## src/rtl/memory_request_tracker_if.sv

```systemverilog
// Bundle of every handshake, bus, configuration and status signal of the
// memory request tracker. The "slave" modport is the tracker's view. The
// "master" modport is the environment, which plays the requester, the cache
// and the response consumer.
interface memory_request_tracker_if #(
  parameter int DATA_W      = 32,
  parameter int ADDR_W      = 64,
  parameter int NUM_BUFFERS = 9,
  parameter int NUM_FIELDS  = 4,
  parameter int DEPTH       = 16,
  parameter int META_W      = 128
);
  localparam int TAG_W = $clog2(DEPTH);

  // configuration and drain control
  logic                          cfg_valid;
  logic [NUM_BUFFERS*ADDR_W-1:0] cfg_base;
  logic                          drain_req;
  logic                          drain_done;

  // incoming request
  logic                          req_valid;
  logic                          req_ready;
  logic                          req_cmd_write;
  logic [NUM_BUFFERS-2:0]        req_id_buffer;
  logic [DATA_W-1:0]             req_offset;
  logic [META_W-1:0]             req_meta;
  logic [NUM_FIELDS*DATA_W-1:0]  req_data;

  // request toward the cache
  logic                          cache_req_valid;
  logic                          cache_req_ready;
  logic [ADDR_W-1:0]             cache_req_addr;
  logic [DATA_W-1:0]             cache_req_wdata;
  logic [DATA_W/8-1:0]           cache_req_wstrb;
  logic [TAG_W-1:0]              cache_req_tag;

  // response from the cache
  logic                          cache_rsp_valid;
  logic                          cache_rsp_ready;
  logic [TAG_W-1:0]              cache_rsp_tag;
  logic [DATA_W-1:0]             cache_rsp_rdata;

  // outgoing response packet
  logic                          mem_rsp_valid;
  logic                          mem_rsp_ready;
  logic [META_W-1:0]             mem_rsp_meta;
  logic [NUM_FIELDS*DATA_W-1:0]  mem_rsp_data;

  // status
  logic [TAG_W:0]                outstanding;
  logic                          err_sticky;

  modport master (
    output cfg_valid, cfg_base, drain_req,
    output req_valid, req_cmd_write, req_id_buffer, req_offset, req_meta, req_data,
    output cache_req_ready,
    output cache_rsp_valid, cache_rsp_tag, cache_rsp_rdata,
    output mem_rsp_ready,
    input  drain_done, req_ready,
    input  cache_req_valid, cache_req_addr, cache_req_wdata, cache_req_wstrb, cache_req_tag,
    input  cache_rsp_ready,
    input  mem_rsp_valid, mem_rsp_meta, mem_rsp_data,
    input  outstanding, err_sticky
  );

  modport slave (
    input  cfg_valid, cfg_base, drain_req,
    input  req_valid, req_cmd_write, req_id_buffer, req_offset, req_meta, req_data,
    input  cache_req_ready,
    input  cache_rsp_valid, cache_rsp_tag, cache_rsp_rdata,
    input  mem_rsp_ready,
    output drain_done, req_ready,
    output cache_req_valid, cache_req_addr, cache_req_wdata, cache_req_wstrb, cache_req_tag,
    output cache_rsp_ready,
    output mem_rsp_valid, mem_rsp_meta, mem_rsp_data,
    output outstanding, err_sticky
  );
endinterface

```

## src/rtl/memory_request_tracker.sv

```systemverilog
// Memory request tracker. It turns buffer-relative requests into absolute
// cache requests. Each read gets a tag, and the tracker stores the read's meta
// and payload fields under that tag. When the cache response for the tag comes
// back, the tracker rebuilds the response packet from the stored data.
// Responses may come back out of order; output packets follow arrival order.
module memory_request_tracker #(
  parameter int DATA_W      = 32,
  parameter int ADDR_W      = 64,
  parameter int NUM_BUFFERS = 9,
  parameter int NUM_FIELDS  = 4,
  parameter int DEPTH       = 16,
  parameter int META_W      = 128
) (
  input logic                     ap_clk,
  input logic                     ap_rst_n,
  memory_request_tracker_if.slave bus
);
  localparam int TAG_W  = $clog2(DEPTH);
  localparam int CNT_W  = TAG_W + 1;
  localparam int STRB_W = DATA_W / 8;
  localparam int FLD_W  = (NUM_FIELDS - 1) * DATA_W;
  localparam int SEL_W  = $clog2(NUM_BUFFERS);

  typedef enum logic [1:0] {ST_IDLE, ST_RUN, ST_DRAIN} state_t;

  state_t              state_q, state_d;
  logic                cfg_load, cfg_err, drain_done;

  logic [1:0]          rst_sync_q;
  logic                rst_n;

  logic [ADDR_W-1:0]   base_q [NUM_BUFFERS];
  logic [SEL_W-1:0]    base_sel;
  logic [ADDR_W-1:0]   req_addr;

  logic [DEPTH-1:0]    alloc_q;
  logic [META_W-1:0]   meta_q   [DEPTH];
  logic [FLD_W-1:0]    fields_q [DEPTH];
  logic [CNT_W-1:0]    outstanding_q;
  logic [TAG_W-1:0]    free_tag;

  logic                cache_req_valid_q;
  logic [ADDR_W-1:0]   cache_req_addr_q;
  logic [DATA_W-1:0]   cache_req_wdata_q;
  logic [STRB_W-1:0]   cache_req_wstrb_q;
  logic [TAG_W-1:0]    cache_req_tag_q;

  logic                mem_rsp_valid_q;
  logic [META_W-1:0]   mem_rsp_meta_q;
  logic [NUM_FIELDS*DATA_W-1:0] mem_rsp_data_q;
  logic                err_q;

  logic                full, req_fire, do_alloc, rsp_fire, rsp_hit, rsp_miss;

  // Reset asserts asynchronously and is released on a clock edge.
  // NOTE: sequential state always uses <= so that every flop samples pre-edge values.
  always_ff @(posedge ap_clk or negedge ap_rst_n) begin
    if (!ap_rst_n) rst_sync_q <= 2'b00;
    else           rst_sync_q <= {rst_sync_q[0], 1'b1};
  end
  assign rst_n = rst_sync_q[1];

  // Handshake qualifiers.
  assign full      = (outstanding_q == CNT_W'(DEPTH));
  assign bus.req_ready = (state_q == ST_RUN) && !full && (!cache_req_valid_q || bus.cache_req_ready);
  assign req_fire  = bus.req_valid && bus.req_ready;
  assign do_alloc  = req_fire && !bus.req_cmd_write;
  assign bus.cache_rsp_ready = !mem_rsp_valid_q || bus.mem_rsp_ready;
  assign rsp_fire  = bus.cache_rsp_valid && bus.cache_rsp_ready;
  assign rsp_hit   = rsp_fire && alloc_q[bus.cache_rsp_tag];
  assign rsp_miss  = rsp_fire && !alloc_q[bus.cache_rsp_tag];

  // Mode control: configure, run, then drain until nothing is in flight.
  always_ff @(posedge ap_clk or negedge rst_n) begin
    if (!rst_n) state_q <= ST_IDLE;
    else        state_q <= state_d;
  end

  // Next state and per-cycle control strobes.
  // NOTE: every output of a combinational block gets a default first, so no latch is inferred.
  always_comb begin
    state_d    = state_q;
    cfg_load   = 1'b0;
    cfg_err    = 1'b0;
    drain_done = 1'b0;
    unique case (state_q)
      ST_IDLE: begin
        if (bus.cfg_valid) begin
          cfg_load = 1'b1;
          state_d  = ST_RUN;
        end
      end
      ST_RUN: begin
        if (bus.cfg_valid) cfg_err = 1'b1;
        if (bus.drain_req) state_d = ST_DRAIN;
      end
      ST_DRAIN: begin
        if (outstanding_q == '0 && !mem_rsp_valid_q) begin
          drain_done = 1'b1;
          state_d    = ST_IDLE;
        end
      end
      default: state_d = ST_IDLE;
    endcase
  end
  assign bus.drain_done = drain_done;

  // Base address table, reloaded on each accepted configuration.
  always_ff @(posedge ap_clk or negedge rst_n) begin
    if (!rst_n) begin
      for (int k = 0; k < NUM_BUFFERS; k++) base_q[k] <= '0;
    end else if (cfg_load) begin
      for (int k = 0; k < NUM_BUFFERS; k++) base_q[k] <= bus.cfg_base[k*ADDR_W +: ADDR_W];
    end
  end

  // A one-hot buffer id selects base k+1; none or several bits select base 0.
  always_comb begin
    logic seen, multi;
    seen     = 1'b0;
    multi    = 1'b0;
    base_sel = '0;
    for (int k = 0; k < NUM_BUFFERS - 1; k++) begin
      if (bus.req_id_buffer[k]) begin
        if (seen) multi = 1'b1;
        seen     = 1'b1;
        base_sel = SEL_W'(k + 1);
      end
    end
    if (!seen || multi) base_sel = '0;
  end
  assign req_addr = base_q[base_sel] + ADDR_W'(bus.req_offset);

  // Lowest-index free tag; the downward scan lets the lowest index win.
  always_comb begin
    free_tag = '0;
    for (int i = DEPTH - 1; i >= 0; i--) begin
      if (!alloc_q[i]) free_tag = TAG_W'(i);
    end
  end

  // Single-register cache request stage, held until the cache takes it.
  always_ff @(posedge ap_clk or negedge rst_n) begin
    if (!rst_n) begin
      cache_req_valid_q <= 1'b0;
      cache_req_addr_q  <= '0;
      cache_req_wdata_q <= '0;
      cache_req_wstrb_q <= '0;
      cache_req_tag_q   <= '0;
    end else if (req_fire) begin
      cache_req_valid_q <= 1'b1;
      cache_req_addr_q  <= req_addr;
      cache_req_wdata_q <= bus.req_data[DATA_W-1:0];
      cache_req_wstrb_q <= {STRB_W{bus.req_cmd_write}};
      cache_req_tag_q   <= bus.req_cmd_write ? '0 : free_tag;
    end else if (bus.cache_req_ready) begin
      cache_req_valid_q <= 1'b0;
    end
  end
  assign bus.cache_req_valid = cache_req_valid_q;
  assign bus.cache_req_addr  = cache_req_addr_q;
  assign bus.cache_req_wdata = cache_req_wdata_q;
  assign bus.cache_req_wstrb = cache_req_wstrb_q;
  assign bus.cache_req_tag   = cache_req_tag_q;

  // Tag ownership and the live read count. A tag freed this cycle is still
  // marked busy for this cycle's allocation, so it cannot be reused until the next cycle.
  always_ff @(posedge ap_clk or negedge rst_n) begin
    if (!rst_n) begin
      alloc_q       <= '0;
      outstanding_q <= '0;
    end else begin
      if (rsp_hit)  alloc_q[bus.cache_rsp_tag] <= 1'b0;
      if (do_alloc) alloc_q[free_tag]          <= 1'b1;
      unique case ({do_alloc, rsp_hit})
        2'b10:   outstanding_q <= outstanding_q + 1'b1;
        2'b01:   outstanding_q <= outstanding_q - 1'b1;
        default: outstanding_q <= outstanding_q;
      endcase
    end
  end
  assign bus.outstanding = outstanding_q;

  // Per-tag payload storage, written when a read allocates its tag.
  // NOTE: payload RAM has no reset; alloc_q guards every read of it, so stale contents are never visible.
  always_ff @(posedge ap_clk) begin
    if (do_alloc) begin
      meta_q[free_tag]   <= bus.req_meta;
      fields_q[free_tag] <= bus.req_data[FLD_W-1:0];
    end
  end

  // Response packet register: rdata becomes field 0 and the stored fields shift up by one.
  always_ff @(posedge ap_clk or negedge rst_n) begin
    if (!rst_n) begin
      mem_rsp_valid_q <= 1'b0;
      mem_rsp_meta_q  <= '0;
      mem_rsp_data_q  <= '0;
    end else if (rsp_hit) begin
      mem_rsp_valid_q <= 1'b1;
      mem_rsp_meta_q  <= meta_q[bus.cache_rsp_tag];
      mem_rsp_data_q  <= {fields_q[bus.cache_rsp_tag], bus.cache_rsp_rdata};
    end else if (bus.mem_rsp_ready) begin
      mem_rsp_valid_q <= 1'b0;
    end
  end
  assign bus.mem_rsp_valid = mem_rsp_valid_q;
  assign bus.mem_rsp_meta  = mem_rsp_meta_q;
  assign bus.mem_rsp_data  = mem_rsp_data_q;

  // Sticky protocol error: unknown response tag, or reconfiguration while running.
  always_ff @(posedge ap_clk or negedge rst_n) begin
    if (!rst_n)                 err_q <= 1'b0;
    else if (rsp_miss || cfg_err) err_q <= 1'b1;
  end
  assign bus.err_sticky = err_q;

endmodule

```

## src/flat_wrapper.sv

```systemverilog
// flat-port wrapper written by rule: the top's interface ports become plain ports
module memory_request_tracker_flat 
#(
  parameter int DATA_W      = 32,
  parameter int ADDR_W      = 64,
  parameter int NUM_BUFFERS = 9,
  parameter int NUM_FIELDS  = 4,
  parameter int DEPTH       = 16,
  parameter int META_W      = 128
)
  (ap_clk, ap_rst_n, bus_cfg_valid, bus_cfg_base, bus_drain_req, bus_req_valid, bus_req_cmd_write, bus_req_id_buffer, bus_req_offset, bus_req_meta, bus_req_data, bus_cache_req_ready, bus_cache_rsp_valid, bus_cache_rsp_tag, bus_cache_rsp_rdata, bus_mem_rsp_ready, bus_drain_done, bus_req_ready, bus_cache_req_valid, bus_cache_req_addr, bus_cache_req_wdata, bus_cache_req_wstrb, bus_cache_req_tag, bus_cache_rsp_ready, bus_mem_rsp_valid, bus_mem_rsp_meta, bus_mem_rsp_data, bus_outstanding, bus_err_sticky);
  memory_request_tracker_if #(.DATA_W(DATA_W), .ADDR_W(ADDR_W), .NUM_BUFFERS(NUM_BUFFERS), .NUM_FIELDS(NUM_FIELDS), .DEPTH(DEPTH), .META_W(META_W)) bus_i ();
  input logic ap_clk;
  input logic ap_rst_n;
  input wire logic [$bits(bus_i.cfg_valid)-1:0] bus_cfg_valid;
  input wire logic [$bits(bus_i.cfg_base)-1:0] bus_cfg_base;
  input wire logic [$bits(bus_i.drain_req)-1:0] bus_drain_req;
  input wire logic [$bits(bus_i.req_valid)-1:0] bus_req_valid;
  input wire logic [$bits(bus_i.req_cmd_write)-1:0] bus_req_cmd_write;
  input wire logic [$bits(bus_i.req_id_buffer)-1:0] bus_req_id_buffer;
  input wire logic [$bits(bus_i.req_offset)-1:0] bus_req_offset;
  input wire logic [$bits(bus_i.req_meta)-1:0] bus_req_meta;
  input wire logic [$bits(bus_i.req_data)-1:0] bus_req_data;
  input wire logic [$bits(bus_i.cache_req_ready)-1:0] bus_cache_req_ready;
  input wire logic [$bits(bus_i.cache_rsp_valid)-1:0] bus_cache_rsp_valid;
  input wire logic [$bits(bus_i.cache_rsp_tag)-1:0] bus_cache_rsp_tag;
  input wire logic [$bits(bus_i.cache_rsp_rdata)-1:0] bus_cache_rsp_rdata;
  input wire logic [$bits(bus_i.mem_rsp_ready)-1:0] bus_mem_rsp_ready;
  output wire logic [$bits(bus_i.drain_done)-1:0] bus_drain_done;
  output wire logic [$bits(bus_i.req_ready)-1:0] bus_req_ready;
  output wire logic [$bits(bus_i.cache_req_valid)-1:0] bus_cache_req_valid;
  output wire logic [$bits(bus_i.cache_req_addr)-1:0] bus_cache_req_addr;
  output wire logic [$bits(bus_i.cache_req_wdata)-1:0] bus_cache_req_wdata;
  output wire logic [$bits(bus_i.cache_req_wstrb)-1:0] bus_cache_req_wstrb;
  output wire logic [$bits(bus_i.cache_req_tag)-1:0] bus_cache_req_tag;
  output wire logic [$bits(bus_i.cache_rsp_ready)-1:0] bus_cache_rsp_ready;
  output wire logic [$bits(bus_i.mem_rsp_valid)-1:0] bus_mem_rsp_valid;
  output wire logic [$bits(bus_i.mem_rsp_meta)-1:0] bus_mem_rsp_meta;
  output wire logic [$bits(bus_i.mem_rsp_data)-1:0] bus_mem_rsp_data;
  output wire logic [$bits(bus_i.outstanding)-1:0] bus_outstanding;
  output wire logic [$bits(bus_i.err_sticky)-1:0] bus_err_sticky;
  assign bus_i.cfg_valid = bus_cfg_valid;
  assign bus_i.cfg_base = bus_cfg_base;
  assign bus_i.drain_req = bus_drain_req;
  assign bus_i.req_valid = bus_req_valid;
  assign bus_i.req_cmd_write = bus_req_cmd_write;
  assign bus_i.req_id_buffer = bus_req_id_buffer;
  assign bus_i.req_offset = bus_req_offset;
  assign bus_i.req_meta = bus_req_meta;
  assign bus_i.req_data = bus_req_data;
  assign bus_i.cache_req_ready = bus_cache_req_ready;
  assign bus_i.cache_rsp_valid = bus_cache_rsp_valid;
  assign bus_i.cache_rsp_tag = bus_cache_rsp_tag;
  assign bus_i.cache_rsp_rdata = bus_cache_rsp_rdata;
  assign bus_i.mem_rsp_ready = bus_mem_rsp_ready;
  assign bus_drain_done = bus_i.drain_done;
  assign bus_req_ready = bus_i.req_ready;
  assign bus_cache_req_valid = bus_i.cache_req_valid;
  assign bus_cache_req_addr = bus_i.cache_req_addr;
  assign bus_cache_req_wdata = bus_i.cache_req_wdata;
  assign bus_cache_req_wstrb = bus_i.cache_req_wstrb;
  assign bus_cache_req_tag = bus_i.cache_req_tag;
  assign bus_cache_rsp_ready = bus_i.cache_rsp_ready;
  assign bus_mem_rsp_valid = bus_i.mem_rsp_valid;
  assign bus_mem_rsp_meta = bus_i.mem_rsp_meta;
  assign bus_mem_rsp_data = bus_i.mem_rsp_data;
  assign bus_outstanding = bus_i.outstanding;
  assign bus_err_sticky = bus_i.err_sticky;
  memory_request_tracker #(.DATA_W(DATA_W), .ADDR_W(ADDR_W), .NUM_BUFFERS(NUM_BUFFERS), .NUM_FIELDS(NUM_FIELDS), .DEPTH(DEPTH), .META_W(META_W)) u_core (.ap_clk(ap_clk), .ap_rst_n(ap_rst_n), .bus(bus_i));
endmodule
```

## config.mk

```make
export PLATFORM = sky130hd
export DESIGN_NAME = memory_request_tracker_flat
export DESIGN_NICKNAME = d
export VERILOG_FILES = /design/src/rtl/memory_request_tracker_if.sv /design/src/rtl/memory_request_tracker.sv /design/src/flat_wrapper.sv
export SDC_FILE = /design/constraint.sdc
export NUM_CORES = 2
export LEC_CHECK = 0
export CORE_AREA = 8 8 712 714
export DETAILED_ROUTE_END_ITERATION = 6
export DIE_AREA = 0 0 720 722
export PLACE_DENSITY = 0.57
export SYNTH_ARGS = -nofsm -noshare
export SYNTH_HDL_FRONTEND = slang
export SYNTH_SLANG_ARGS = --single-unit
export TNS_END_PERCENT = 20
```

## constraint.sdc

```tcl
create_clock -name ap_clk -period 38.3 [get_ports ap_clk]
set_clock_uncertainty 0.1 [all_clocks]
set_input_delay 7.66 -clock ap_clk [delete_from_list [all_inputs] [get_ports ap_clk]]
set_output_delay 7.66 -clock ap_clk [all_outputs]
set_load 0.03 [all_outputs]
```

==> results.cfg <==
[run_status]
status = completed

[cts]
cts_resized = 0
cts_buffer_depth = 4
path_clk_slew_ns = 0.06
numCtsBuffers = 478
cts_root_buf = clkbuf_16
hold_buffers = 0
cts_tree = built
cts_setup_buffers = 0
htreeDepth = 5
cts_sinks = 4545
clock_latency_ns = 1.00

[pwr]
p_leak_nw = 72.5
power_density_mw_per_mm2 = 55.7
peakVddDrop_uv = 40.4
p_total_mw = 11.9

[critical_path]
critPathKind = primary input to output port
crit_required_ns = 30.54
end_kind = output port
slowest_delay_ns = 0.75
critPathTopFamily = buffers and inverters
rrSetupSlack_ns = 31.74
cp_slowest_cell = clkdlybuf4s50_1
critPathMaxFanout = 2
cpMostUsedCell = clkdlybuf4s50_1
path_cells = clkdlybuf4s50_1 > nand2b_1 > o2111a_1 > clkdlybuf4s50_1
path_buf_inv = 2
crit_arrival_ns = 9.99
crit_path_start_kind = primary input

[run]
max_cap_viol_count = 0

[sta]
hold_viol_final = 0
post-route-period-util_pct = 46.3
relSlewSlack_pct = 19.2
fin_crit_ns = 17.75
setup_tns_ns = 0
drv_slew = 0
rsz0062_at_grt = false
setup_viol = 0
tightest_slew_ns = 1.20
fmax_ghz = 0.0563

[floorplan]
initial_core_util_pct = 35.9
die-area_mm2 = 0.520
die_w_um = 720
placementRows = 259
num_io_pins = 1288
core_mm2 = 0.495
fp.dieH_um = 722

[layout]
fillers = 42699
layout-drive-gt1-share_pct = 28.0
seq_area_mm2 = 0.132
multiInputGateArea_mm2 = 0.0442
areaGrowthSynthToFinish_pct = 20.7
layout.nets = 11014

[yosys]
synth-seq-cells = 4545
syn_inst = 8634
ys_types = 89
ys_seq_area_share_pct = 74.1
synth_area_per_cell_um2 = 20.6
yosys_warnings = 0
syn_area_mm2 = 0.178
synth_edf_count = 3584
syn_nets = 9589
async_flop_share_pct = 21.1
synth_ff_type = edfxtp_1

[drt]
drc = 0
avgRoutedWirePerCell_um = 31.9
vias_per_cell = 5.38
wl_mm = 543
vias = 91680
ant_nets = 0
drt_iter0_markers = 8085
firstDrtPassIters = 6

[global_routing]
grt_pass1_vias = 97085
antenna_found_initial = 149
grt.total_usage_pct = 20.3
grt_max_degree = 156
grt_pass1_wl_mm = 757
grt-ovfl-total = 0

[placement]
placement.io_buffers = 1255
gp_congestion = 0.892
dp_hpwl_mm = 331

[worst_hold_path]
hp-class = flip-flop to flip-flop
[through the flow]
| stage | instance area [um^2] | util [%] | std cells | setup WS (ns) | hold slack (ns) |
|---|---|---|---|---|---|
| after floorplan | 178000 | - | 8634 | 9.43 | 0.231 |
| after global placement | 198000 | 40.1 | 16104 | 20.53 | 0.237 |
| after detailed placement | 198000 | 40.1 | 16104 | 20.55 | 0.238 |
| after CTS | 214000 | 43.3 | 17003 | 20.53 | 0.252 |
| after global routing | 214000 | 43.3 | 17022 | 20.57 | 0.270 |
| final | 214000 | 43.3 | 17042 | 20.55 | 0.256 |
[power breakdown]
| part | switching [mW] | internal (mW) | total (mW) | leakage [nW] |
|---|---|---|---|---|
| clock | 1.96 | 2.68 | 4.64 | 7.73 |
| combinational | 0.718 | 0.688 | 1.41 | 20.4 |
| sequential | 0.242 | 5.65 | 5.89 | 44.3 |
| total | 2.92 | 9.02 | 11.9 | 72.5 |
[synthesized netlist by cell type, types with 22 or more instances]
| master | number | area share [%] |
|---|---|---|
| edfxtp_1 | 3584 | 61 |
| nand2_1 | 576 | 1.2 |
| ha_1 | 36 | 0.25 |
| mux2i_1 | 33 | 0.19 |
| buf_2 | 29 | 0.082 |
| a211oi_1 | 40 | 0.17 |
| o21ai_1 | 25 | 0.070 |
| a31oi_1 | 56 | 0.20 |
| mux2_2 | 844 | 5.3 |
| and3_1 | 61 | 0.21 |
| buf_1 | 85 | 0.18 |
| xnor2_1 | 34 | 0.17 |
| mux4_2 | 1125 | 14 |
| nor2_1 | 65 | 0.14 |
| nand4_1 | 22 | 0.077 |
| nand3_1 | 143 | 0.40 |
| xor2_1 | 29 | 0.14 |
| a311oi_1 | 35 | 0.17 |
| a21oi_1 | 45 | 0.13 |
| clkbuf_1 | 370 | 0.78 |
| dfrtp_1 | 961 | 14 |
| o21ai_0 | 162 | 0.46 |
[cell usage in the layout, fill, tap and decap left out, drive strengths merged, types with 29 or more instances in the layout]
master | synthesis | layout
a211oi | 41 | 41
a21oi | 47 | 47
a311oi | 35 | 35
a31oi | 56 | 56
and3 | 61 | 61
buf | 129 | 193
bufinv | 0 | 34
clkbuf | 370 | 694
clkdlybuf4s50 | 0 | 1251
clkinv | 1 | 144
dfrtp | 961 | 961
diode | 0 | 39
edfxtp | 3584 | 3584
ha | 36 | 36
inv | 19 | 35
mux2 | 844 | 844
mux2i | 33 | 33
mux4 | 1125 | 1125
nand2 | 577 | 577
nand3 | 144 | 144
nor2 | 66 | 66
o21ai | 188 | 188
xnor2 | 34 | 34
xor2 | 29 | 29
[final timing paths]
kind | from | endpoint | depth (start not counted)
worst min-delay path | u_core.rst_sync_q[0]$_DFF_PN0_ | u_core.rst_sync_q[1]$_DFF_PN0_ | 0
max in group asynchronous | ap_rst_n | u_core.rst_sync_q[1]$_DFF_PN0_ | 1
worst max register to register | u_core.bus.cache_req_valid$_DFFE_PN0P_ | u_core.fields_q[14][73]$_DFFE_PP_ | 11
worst min register to register | u_core.rst_sync_q[0]$_DFF_PN0_ | u_core.rst_sync_q[1]$_DFF_PN0_ | 0
min in group asynchronous | u_core.rst_sync_q[1]$_DFF_PN0_ | u_core.base_q[241]$_DFFE_PN0P_ | 0
worst max-delay path | bus_cache_req_ready | bus_req_ready | 4
[registers in the layout, summed over array words and instances (netlist names)]
name                        flops
u_core.bus.cache_req_wdata     32
u_core.bus.err_sticky           1
u_core.fields_q              1536
u_core.bus.mem_rsp_data       128
u_core.bus.mem_rsp_valid        1
u_core.bus.cache_req_tag        4
u_core.bus.mem_rsp_meta       128
u_core.bus.cache_req_wstrb      1
u_core.state_q                  2
u_core.alloc_q                 16
u_core.bus.cache_req_valid      1
u_core.rst_sync_q               2
u_core.meta_q                2048
u_core.bus.cache_req_addr      64
u_core.base_q                 576
u_core.bus.outstanding          5
[layer usage]
metal	track usage [%]	up-vias	part of all wire (%)
met5	0	-	0.098
met4	7.17	84	4.0
met3	4.04	871	6.2
met2	35.5	3089	51
met1	24.9	49540	39
li1	-	38096	-
[cell families (layout without fill, tap and decap cells)]
family / count (synthesis) / in the layout / synth area share [%]
AND/OR/NAND/NOR: 956 / 956 / 2.44
AO/OA/AOI/OAI: 508 / 508 / 1.91
adder cells (fa/ha/maj): 40 / 40 / 0.287
multiplexers: 2002 / 2002 / 19.8
buffers and inverters: 519 / 2363 / 1.16
XOR/XNOR: 63 / 63 / 0.311
flip-flops: 4545 / 4545 / 74.1
other: 1 / 40 / 0.00211
[cell type report]
cell class              instances  share of cell area (%)
flip-flops and latches       4545                    61.4
multi-input cells            3570                    20.6
repair buffers               1444                    6.70
clock buffers                 694                    6.31
well taps                    6525                    3.81
clock inverters               205                    1.10
diodes                         39                  0.0455
inverters                      20                  0.0350
(Power assumes the default switching activity.)
